## src/rtl/dmem_bus_arbiter_if.sv

```systemverilog
// External memory bus seen by the arbiter (master) and the memory side (slave).
// ready_n is active-low transfer-complete; busy blocks a new request.
interface dmem_bus_arbiter_if;
  logic        req;
  logic        write;
  logic [1:0]  size;
  logic [31:0] addr;
  logic [31:0] wdata;
  logic [31:0] rdata;
  logic        busy;
  logic        ready_n;

  modport master (output req, write, size, addr, wdata,
                  input  rdata, busy, ready_n);
  modport slave  (input  req, write, size, addr, wdata,
                  output rdata, busy, ready_n);
endinterface

```

## src/rtl/dmem_bus_arbiter.sv

```systemverilog
// Arbiter sharing one external memory bus between the fetch port (I) and the
// MEM-stage load/store port (D).
//
// Optional feature: define ARB_ROUND_ROBIN_EN to resolve simultaneous requests
// in favour of the port not granted most recently (D_PRIORITY is then unused).
// Without it, D_PRIORITY fixes the winner of a tie.
//
// state | meaning
// IDLE  | waiting for an eligible request; latches the winner's fields
// ISSUE | m_req high until the bus accepts (m_busy low)
// WAIT  | waiting for m_ready_n low, or the timeout abort
module dmem_bus_arbiter #(
  parameter int unsigned TIMEOUT_CYC = 64,
  parameter bit          D_PRIORITY  = 1'b1
) (
  input  logic        clk,
  input  logic        rst,
  input  logic        i_req,
  input  logic [31:0] i_addr,
  output logic        i_ack,
  output logic [31:0] i_rdata,
  output logic        i_stall,
  input  logic        d_req,
  input  logic        d_write,
  input  logic [1:0]  d_size,
  input  logic [31:0] d_addr,
  input  logic [31:0] d_wdata,
  output logic        d_ack,
  output logic [31:0] d_rdata,
  output logic        d_stall,
  dmem_bus_arbiter_if.master m,
  output logic        err
);

  // Counter only needs to reach TIMEOUT_CYC-1.
  localparam int unsigned CW = (TIMEOUT_CYC > 2) ? $clog2(TIMEOUT_CYC) : 1;

  typedef enum logic [1:0] {IDLE, ISSUE, WAIT} state_t;

  state_t        state;
  logic          owner_d;
  logic [CW-1:0] cnt;
  logic          i_elig;
  logic          d_elig;
  logic          pick_d;
  logic          timeout_hit;

`ifdef ARB_ROUND_ROBIN_EN
  logic          last_d;
`endif

  // A port whose ack is high this cycle is finishing, not requesting anew.
  assign i_elig = i_req & ~i_ack;
  assign d_elig = d_req & ~d_ack;

`ifdef ARB_ROUND_ROBIN_EN
  assign pick_d = d_elig & (~i_elig | ~last_d);
`else
  assign pick_d = d_elig & (~i_elig | D_PRIORITY);
`endif

  assign timeout_hit = (TIMEOUT_CYC != 0) && (32'(cnt) == TIMEOUT_CYC - 1);

  assign i_stall = i_req & ~i_ack;
  assign d_stall = d_req & ~d_ack;

  // Arbitration, bus handshake and completion sequencing.
  always_ff @(posedge clk or negedge rst) begin
    if (!rst) begin
      state   <= IDLE;
      owner_d <= 1'b0;
      cnt     <= '0;
      m.req   <= 1'b0;
      m.write <= 1'b0;
      m.size  <= 2'b00;
      m.addr  <= '0;
      m.wdata <= '0;
      i_ack   <= 1'b0;
      d_ack   <= 1'b0;
      i_rdata <= '0;
      d_rdata <= '0;
      err     <= 1'b0;
`ifdef ARB_ROUND_ROBIN_EN
      last_d  <= 1'b0;
`endif
    end else begin
      i_ack <= 1'b0;
      d_ack <= 1'b0;
      err   <= 1'b0;
      case (state)
        IDLE: begin
          if (i_elig || d_elig) begin
            owner_d <= pick_d;
            m.req   <= 1'b1;
            state   <= ISSUE;
`ifdef ARB_ROUND_ROBIN_EN
            last_d  <= pick_d;
`endif
            if (pick_d) begin
              m.addr  <= d_addr;
              m.size  <= d_size;
              m.write <= d_write;
              m.wdata <= d_wdata;
            end else begin
              m.addr  <= i_addr;
              m.size  <= 2'b10;
              m.write <= 1'b0;
              m.wdata <= '0;
            end
          end
        end
        ISSUE: begin
          if (!m.busy) begin
            m.req <= 1'b0;
            state <= WAIT;
          end
        end
        WAIT: begin
          if (!m.ready_n) begin
            state <= IDLE;
            cnt   <= '0;
            if (owner_d) begin
              d_ack <= 1'b1;
              if (!m.write) d_rdata <= m.rdata;
            end else begin
              i_ack   <= 1'b1;
              i_rdata <= m.rdata;
            end
          end else if (timeout_hit) begin
            state <= IDLE;
            cnt   <= '0;
            err   <= 1'b1;
            if (owner_d) begin
              d_ack   <= 1'b1;
              d_rdata <= '0;
            end else begin
              i_ack   <= 1'b1;
              i_rdata <= '0;
            end
          end else begin
            cnt <= cnt + CW'(1);
          end
        end
        default: state <= IDLE;
      endcase
    end
  end

endmodule
```

## src/flat_wrapper.sv

```systemverilog
// flat-port wrapper written by rule: the top's interface ports become plain ports
module dmem_bus_arbiter_flat 
#(
  parameter int unsigned TIMEOUT_CYC = 64,
  parameter bit          D_PRIORITY  = 1'b1
)
  (clk, rst, i_req, i_addr, i_ack, i_rdata, i_stall, d_req, d_write, d_size, d_addr, d_wdata, d_ack, d_rdata, d_stall, err, m_req, m_write, m_size, m_addr, m_wdata, m_rdata, m_busy, m_ready_n);
  dmem_bus_arbiter_if m_i ();
  input  logic clk;
  input  logic rst;
  input  logic i_req;
  input  logic [31:0] i_addr;
  output logic i_ack;
  output logic [31:0] i_rdata;
  output logic i_stall;
  input  logic d_req;
  input  logic d_write;
  input  logic [1:0] d_size;
  input  logic [31:0] d_addr;
  input  logic [31:0] d_wdata;
  output logic d_ack;
  output logic [31:0] d_rdata;
  output logic d_stall;
  output logic err;
  output wire logic [$bits(m_i.req)-1:0] m_req;
  output wire logic [$bits(m_i.write)-1:0] m_write;
  output wire logic [$bits(m_i.size)-1:0] m_size;
  output wire logic [$bits(m_i.addr)-1:0] m_addr;
  output wire logic [$bits(m_i.wdata)-1:0] m_wdata;
  input wire logic [$bits(m_i.rdata)-1:0] m_rdata;
  input wire logic [$bits(m_i.busy)-1:0] m_busy;
  input wire logic [$bits(m_i.ready_n)-1:0] m_ready_n;
  assign m_req = m_i.req;
  assign m_write = m_i.write;
  assign m_size = m_i.size;
  assign m_addr = m_i.addr;
  assign m_wdata = m_i.wdata;
  assign m_i.rdata = m_rdata;
  assign m_i.busy = m_busy;
  assign m_i.ready_n = m_ready_n;
  dmem_bus_arbiter #(.TIMEOUT_CYC(TIMEOUT_CYC), .D_PRIORITY(D_PRIORITY)) u_core (.clk(clk), .rst(rst), .i_req(i_req), .i_addr(i_addr), .i_ack(i_ack), .i_rdata(i_rdata), .i_stall(i_stall), .d_req(d_req), .d_write(d_write), .d_size(d_size), .d_addr(d_addr), .d_wdata(d_wdata), .d_ack(d_ack), .d_rdata(d_rdata), .d_stall(d_stall), .m(m_i), .err(err));
endmodule
```

## config.mk

```make
export PLATFORM = sky130hd
export DESIGN_NAME = dmem_bus_arbiter_flat
export DESIGN_NICKNAME = d
export VERILOG_FILES = /design/src/rtl/dmem_bus_arbiter_if.sv /design/src/rtl/dmem_bus_arbiter.sv /design/src/flat_wrapper.sv
export SDC_FILE = /design/constraint.sdc
export NUM_CORES = 1
export LEC_CHECK = 0
export CAP_MARGIN = 20
export CORE_UTILIZATION = 25
export CTS_CLUSTER_DIAMETER = 30
export DETAILED_ROUTE_END_ITERATION = 8
export GPL_TIMING_DRIVEN = 0
export PLACE_DENSITY_LB_ADDON = 0.1
export SLEW_MARGIN = 10
export SYNTH_ARGS = -nofsm -noshare
export SYNTH_HDL_FRONTEND = slang
export SYNTH_SLANG_ARGS = --single-unit
```

## constraint.sdc

```tcl
create_clock -name clk -period 1.65 [get_ports clk]
set_input_delay 0.33 -clock clk [delete_from_list [all_inputs] [get_ports clk]]
set_output_delay 0.33 -clock clk [all_outputs]
set_load 0.01 [all_outputs]
```

[Word-level counts from Yosys, hierarchy flattened]
Cells that the tools add are included.
Word-level totals
  register bits after elaboration: 144
  logic and storage cells: 72
  input bits: 137
  output and inout port bits: 137
Operators by class
  reduce and logical (&&, ||, !) cells: 9
  $add $sub $neg: 1
  bitwise logic cells: 4
  equal/unequal tests: 11
  muxes and demuxes: 34
Operators by type and width (number)
  $mux W32: 11
  $mux W1: 14
  $mux W6: 2
  $mux W2: 5
  $ne A2 B2 Y1 const B: 4
  $add A6 B1 Y6 const B: 1
  $eq A6 B6 Y1 const B: 1
  $ne A2 B1 Y1 const B: 3
  $pmux W2 S3: 1
  $reduce_and A3 Y1: 2
  $reduce_and A5 Y1: 1
  $reduce_and A4 Y1: 1
  $reduce_bool A2 Y1: 2
  $ne A3 B2 Y1 const B: 1
  $and A1 B1 Y1: 2
  $eq A2 B1 Y1 const B: 1
  $eq A2 B2 Y1 const B: 1
  $logic_not A2 Y1: 1
  $not A1 Y1: 2
  $pmux W1 S2: 1
  $reduce_and A2 Y1: 1
  $logic_or A1 B1 Y1: 1

[Logic depth before layout (Yosys ltp)]
Gate-level depths: netlist (run 1).
  depth after elaboration: 5
  mapped depth: 6
  gate-level depth less buffers: 4

[Worst setup path after synthesis (run 1)]
OpenSTA, ideal clock, no wires.
  path kind: reg-to-reg
  start point: register u_core.d_ack
  end point: register u_core.m.addr[0]
  required time: 1525 ps
  buffers on the path: 2
  period minus slack after synthesis: 1601 ps
  library setup time: 125 ps
  slack: 49 ps
  arrival time: 1476 ps
  stages on the path, launching flop included: 7
  cells stage by stage: dfrtp_1 nand2b_4 buf_6 inv_2 o21ai_4 buf_12 mux2_4
Between the ends
  word-level cells in the longest chain between the ends: 4
  elaborated cells between the ends (all ways): 5
  those cells by class: 1 x mux; 2 x bitwise; 2 x reduce/logical
Ends and longest elaborated chain
  start, declared: RTL line dmem_bus_arbiter.sv:28  | output logic d_ack,
  start signal, assigned: RTL line dmem_bus_arbiter.sv:79  | d_ack <= 1'b0;
  start signal, assigned: RTL line dmem_bus_arbiter.sv:88  | d_ack <= 1'b0;
  start signal, assigned: RTL line dmem_bus_arbiter.sv:123  | d_ack <= 1'b1;
  $not A1 Y1 *
  $and A1 B1 Y1 *
  net d_stall: RTL line flat_wrapper.sv:23  | output logic d_stall;
  $logic_or A1 B1 Y1: RTL line dmem_bus_arbiter.sv:92  | if (i_elig || d_elig) begin
  $reduce_and A2 Y1 (no source line)
  end signal, assigned: RTL line dmem_bus_arbiter.sv:100  | m.addr <= d_addr;
  end signal, assigned: RTL line dmem_bus_arbiter.sv:105  | m.addr <= i_addr;
  end, declared: RTL line dmem_bus_arbiter_if.sv:13  | modport master (output req, write, size, addr, wdata,
The timed path passes the listed nets; every way through them passes the cells marked *.
A chain may end at the register's enable or synchronous reset.

[Worst setup path in the final report (run 1)]
  start point: register u_core.owner_d
  end point: register u_core.i_rdata[10]
Between the ends
  word-level cells in the longest chain between the ends: 2
  elaborated cells between the ends (all ways): 3
  those cells by class: 2 x eq/ne; 1 x reduce/logical
Ends and longest elaborated chain
  start, declared: RTL line dmem_bus_arbiter.sv:41  | logic owner_d;
  start signal, assigned: RTL line dmem_bus_arbiter.sv:93  | owner_d <= pick_d;
  $ne A2 B2 Y1 (no source line)
  $reduce_and A4 Y1 (no source line) *
  end signal, assigned: RTL line dmem_bus_arbiter.sv:127  | i_rdata <= m.rdata;
  end, declared: RTL line dmem_bus_arbiter.sv:21  | output logic [31:0] i_rdata,
Every way passes the cells marked *; elsewhere a longest branch is shown, timed or not.

==> metrics.cfg, run 1 <==
[run_status]
run_status=complete, no violations

[pwr]
internal-power_uw=11600
powerDensity_nw_per_um2=1740
clkPwrFrac_pct=22.2
ir_worst_vdd_mv=0.668
power_switching_uw=6330
p_comb_share_pct=44.2
switching_share_pct=35.2
power_leakage_uw=0.00471
seqPwrFrac_pct=33.6

[setup_path]
cp-end-kind=flop
cp.buffers_inverters=2
crit_path_cell_trace=or3b_1 -> buf_4 -> buf_6 -> a22oi_1 -> o21ai_0
cpPeakStageDelay_ps=450
crit_required_ps=1960
crit_arrival_ps=1890
worstPathMaxFanout=10
timing.critical_path.from_type=flop
cp_top_family=flip-flops
crit_slowest_cell=dfrtp_2
critical_path_class=reg2reg

[detailed_routing]
drc_errors=0
first_iter_violations=216
vias=5303
drt_first_pass_iters=4
routed_wl_um=21100
ant_nets=0
routedWlPerCell_um=18.4
via_per_inst=4.61

[synthesis]
ys_seq_elements=144
syn_area_per_cell_sq_um=13.1
synth_area_sq_um=6530
ys_types=38
synth-edff-count=0
synthArstFlopShare_pct=100
dominantRegCellSynth=dfrtp_1
synth_seq_area_share_pct=55.2
yosysWarnings=0
syn_inst=499
syn_nets=637

[place]
dp_hpwl_um=15200
gp_congestion=0.761
io_buffers=273
dp.cells=1103

[job]
drv_cap=0

[floorplan]
coreArea_sq_um=25400
die_area_sq_um=26800
fp-row-count=58
start_util_pct=25.7
die_h_um=164
die_width_um=164
pin_count=274

[sta]
tightest_slew_ps=580
min_period_ps=1580
max_slew_margin_pct=61.4
skew_ps=13.7
clock.fmax_ghz=0.633
holdWs_ps=433
rsz0062_at_grt=true
final_hold_viol_count=0
drv_slew=0
period_share_pct=95.8
setup_viol=0

[layout]
finish.cell_count_without_fillers=1150
num_antenna_cells=0
final_common_cell=dfrtp_1
nNetsFinal=945
layout-drive-gt1-share_pct=20.0
area_growth_pct=58.4
final_cell_mix=143 x dfrtp_1, 135 x clkdlybuf4s50_1, 132 x dlygate4sd2_1, 65 x a22oi_1, 37 x inv_1

[clock_network]
cts_tree=done
clock_latency_ps=430
clockBufferDepth=2
root_buffer=clkbuf_16
numCtsBuffers=17
clkTransAtPathRegs_ps=80
h-tree-depth=4
numClockSinks=144

[global_route]
grt_max_degree=76
grt_pass1_wl_um=32100
grt_antenna_before_repair=0
grt_pass1_vias=5542
grt.total_usage_pct=15.7
grt-ovfl-total=0

[min_path]
hold_class=in2async

==> final timing paths <==
kind                                                  endpoint  slack (ps)  depth (start not counted)                        from
worst min-delay path             u_core.m.addr[17]$_DFFE_PN0P_         430                          2                         rst
min in group clk                  u_core.m.size[1]$_DFFE_PN0P_         470                          3                   d_size[1]
worst max-delay path            u_core.i_rdata[10]$_DFFE_PN0P_          70                          5  u_core.owner_d$_DFFE_PN0P_
max in group asynchronous           u_core.owner_d$_DFFE_PN0P_         410                          3                         rst
worst min register to register        u_core.m.req$_DFFE_PN0P_         490                          2    u_core.m.req$_DFFE_PN0P_
worst max register to register  u_core.i_rdata[10]$_DFFE_PN0P_          70                          5  u_core.owner_d$_DFFE_PN0P_
==> power groups by stage <==
stage	Combinational (uW)	Clock (uW)	Sequential (uW)
3_5_place_dp	8670	0	6120
6_report	7950	4000	6030
2_1_floorplan	3800	0	6640
3_3_place_gp	8580	0	6080
4_1_cts	7890	4110	6040
5_1_grt	8620	4280	6260
==> metrics by stage <==
| step | utilization [%] | worst slack, ps | power, uW | area, sq um | setup TNS, ps |
|---|---|---|---|---|---|
| 2_1_floorplan | - | 49.0 | 10400 | 6530 | 0 |
| 3_3_place_gp | 38.1 | -5660 | 14700 | 9680 | -862420 |
| 3_5_place_dp | 38.2 | -530 | 14800 | 9710 | -52310 |
| 4_1_cts | 40.3 | -21.1 | 18000 | 10200 | -21.1 |
| 5_1_grt | 40.7 | -7.76 | 19200 | 10300 | -13.2 |
| 6_report | 40.7 | 69.2 | 18000 | 10300 | 0 |
==> cell type report <==
type,count,area [sq um]
Clock inverter,14,159
Clock buffer,18,439
Timing Repair Buffer,291,2750
Tap cell,330,413
Inverter,38,145
Multi-Input combinational cell,276,2480
Buffer,39,359
Fill cell,2470,15100
Sequential cell,144,3600
==> flip-flops by register name, indices dropped and copies added, names as in the netlist, 2 cells and up <==
register / flops
u_core.cnt: 6
u_core.d_rdata: 32
u_core.i_rdata: 32
u_core.m.addr: 32
u_core.m.size: 2
u_core.m.wdata: 32
u_core.state: 2
==> logic make-up after synthesis <==
family          Yosys count  synth area share, %
buf+inv                  79                 7.39
simple gates             33                 3.66
fa+ha+maj                 1                0.192
compound gates          175                 20.3
mux                      67                 13.3
flops                   144                 55.2
==> worst reg2reg max path: stages (launching register included) <==
cell	delay (ps)
dfrtp_2	450
or3b_1	380
buf_4	180
buf_6	150
a22oi_1	200
o21ai_0	110
==> Yosys cell counts, drive strengths merged (4+ instances only) <==
cell type	number	area (sq um)
a22o	35	307
a22oi	65	488
buf	30	299
clkbuf	11	41.3
dfrtp	144	3600
inv	38	143
mux2	64	841
nand2	10	37.5
nand3	4	20.0
o21ai	38	201
o2bb2ai	32	280
==> layer usage <==
layer / GRT usage (%) / wire length [um] / vias up
li1: - / - / 2466
met4: 3.54 / 178 / 0
met5: 0 / 0 / -
met3: 5.49 / 1830 / 10
met1: 19.6 / 9270 / 2633
met2: 25.9 / 9860 / 194
==> what timing repair did <==
| action | in CTS | in global routing |
|---|---|---|
| cloned | 0 | 0 |
| gates resized for setup | 153 | 26 |
| buffers inserted | 5 | 11 |
| hold endpoints to repair | 69 | 0 |
| setup endpoints to repair | 251 | 112 |
| pin swaps | 2 | 4 |
| hold buffers | 1 | 0 |
(Power assumes the default switching activity.)
==> inputs of run 2 (changes only) <==
Settings changed: CTS_CLUSTER_SIZE from default to 40.
==> results of run 2 <==
Final layout, timing and power as in run 1 (identical DEF).
==> inputs of run 3 (changes only) <==
Settings changed: CAP_MARGIN 20 to default.
==> results of run 3 <==
Final layout, timing and power as in run 1 (identical DEF).
==> RTL change (settings of run 2) <==
The 3 states of `state_t` get a one-hot encoding in 3 bits.
--- a/src/rtl/dmem_bus_arbiter.sv
+++ b/src/rtl/dmem_bus_arbiter.sv
@@ -35,7 +35,7 @@
   // Counter only needs to reach TIMEOUT_CYC-1.
   localparam int unsigned CW = (TIMEOUT_CYC > 2) ? $clog2(TIMEOUT_CYC) : 1;
 
-  typedef enum logic [1:0] {IDLE, ISSUE, WAIT} state_t;
+  typedef enum logic [2:0] {IDLE = 3'b001, ISSUE = 3'b010, WAIT = 3'b100} state_t;
 
   state_t        state;
   logic          owner_d;
Function: no difference found for any inputs over 4 cycles, from zero or initial values and one cycle with rst low; so few cycles prove little.
==> RTL change against run 2 <==
The run now ends with setup timing left; global-route usage is 0.48 points higher; routed wire length shrank 5.6%; sequential cell count is 1 higher; final area shrank 0.79%; sequential share of layout area rose by 0.57 points; critical endpoint is now u_core.i_rdata[21]; worst setup slack worse by 0.24 ns; area after synthesis is 9.7% lower; power decreased by 3.2%.
==> RTL change: results (changes against run 2) <==
metric	value	unit	change
Num CTS Buffers	17		unchanged
RePlAce Congestion	0.727		was 0.761
DP HPWL	14100	um	was 15200 um
failing checks	setup timing		
R2R depth	7		was 5
pwr dens	1700	nW/um^2	was 1740 nW/um^2
Pleak	4.67	nW	was 4.71 nW
Final Setup Violations	77		was 0
Hold Crit Class	in2async		unchanged
DRT Pass-1 Iters	4		unchanged
first-pass GRT wire length	29600	um	was 32100 um
share of layout cells above drive strength 1	0.171		was 0.200
drt via density	4.59		was 4.61
Worst VDD drop	0.000641	V	was 0.000668 V
pin count of the biggest net entering global routing	87		was 76
Final Skew	0.0127	ns	was 0.0137 ns
Fill cells	2181		was 2470
placed instance area	9090	sq um	was 9710 sq um
Synth area leaders	dfrtp_1, a22o_1, mux2i_1, o2bb2ai_1, a22oi_1		was dfrtp_1, a22oi_1, mux2_4, mux2_2, a22o_1
DRT iter0 DRCs	171		was 216
WP data arrival	2.12	ns	was 1.89 ns
Distinct cells, synth	36		was 38
Placed Instances	1063		was 1103
initial antenna violation count	0		unchanged
outcome	finished with violations		was finished clean
commonest cells in the netlist	dfrtp_1, a22o_1, o21ai_0, nand2_1		was dfrtp_1, a22oi_1, inv_1, a22o_1
WL/cell	17.7	um	was 18.4 um
Slew HR	0.585		was 0.614
Port Buffer Count	273		unchanged
slowest CP cell	dfrtp_2		unchanged
setup TNS	-7.66	ns	was 0 ns
cells after synthesis	476		was 499
GRT Resource Usage Total	0.162		was 0.157
H-tree depth reported by CTS	4		unchanged
fin nets	938		was 945
final worst setup slack	-0.167	ns	was 0.0692 ns
net count of the mapped netlist	614		was 637
vias	5169		was 5303
crit-path max cell delay	0.39	ns	was 0.45 ns
sequential-to-total area share from yosys stat	0.615		was 0.552
## RTL change: cell count changes in the layout (fill, tap and decap cells not counted), moves of 6 or more
cell	run 2	this run
a22oi_1	65	19
a22o_1	35	67
mux2_2	32	0
mux2_4	32	0
inv_1	37	6
mux2i_1	3	32
nand2_1	10	37
a22oi_2	0	13
buf_8	1	11
o21ai_1	13	20
a21oi_1	1	7
o21ai_0	23	17
## RTL change: layout make-up
type,instances,area [sq um],share of cell area
Inverter,7,33.8,0.00329
Tap cell,313,392,0.0382
Multi-Input combinational cell,284,2250,0.219
Clock inverter,13,174,0.0169
Clock buffer,19,433,0.0422
Buffer,38,352,0.0343
Timing Repair Buffer,307,2990,0.292
Sequential cell,145,3630,0.354
## RTL change: kinds of logic after synthesis
family | after synthesis | share of synthesized area
compound gates | 186 | 0.237
fa+ha+maj | 1 | 0.00212
simple gates | 65 | 0.0543
mux | 32 | 0.0543
flops | 145 | 0.615
buf+inv | 47 | 0.0369
## RTL change: worst max-delay path, delay by kind of cell, from the launching register on
kind	cells	cell delay, ns
compound gates	2	0.43
fa+ha+maj	1	0.16
flops	1	0.39
simple gates	2	0.42
buf+inv	2	0.30
## RTL change: power by group
part | internal (mW) | switching [mW] | leakage, nW
clock | 2.41 | 1.61 | 0.291
combinational | 3.99 | 3.33 | 2.65
sequential | 5.10 | 0.954 | 1.73
total | 11.5 | 5.89 | 4.67
## RTL change: metrics by stage
step                setup WS (ns)  power [mW]
finish                     -0.167        17.4
global route               -0.224        18.4
CTS                        -0.161        16.8
detailed placement         -0.823        13.3
global placement            -5.81        13.3
floorplan                 -0.0810        9.11
## RTL change: worst paths after layout
| check | from | end | slack [ns] |
|---|---|---|---|
| max | u_core.cnt[0] | u_core.i_rdata[21] | -0.17 |
| min | rst | u_core.d_rdata[24] | 0.44 |
| max reg2reg | u_core.cnt[0] | u_core.i_rdata[21] | -0.17 |
| min reg2reg | u_core.m.addr[8] | u_core.m.addr[8] | 0.47 |
| max in group asynchronous | rst | u_core.state[2] | 0.39 |
| min in group clk | u_core.m.addr[8] | u_core.m.addr[8] | 0.47 |
## RTL change: metal layers
metal	GRT usage	vias up	part of all wire
met5	0	-	0
met4	0.0668	0	0.023
met3	0.0336	27	0.041
met2	0.271	142	0.51
met1	0.202	2553	0.43
li1	-	2447	-
## RTL change: timing repair
item	in CTS	in global routing
buffers inserted	21	5
endpoints found under the hold margin	59	0
endpoints found under the setup margin	270	133
gates cloned	2	4
hold buffers	1	0
resized for setup	198	110
pin swaps	44	41
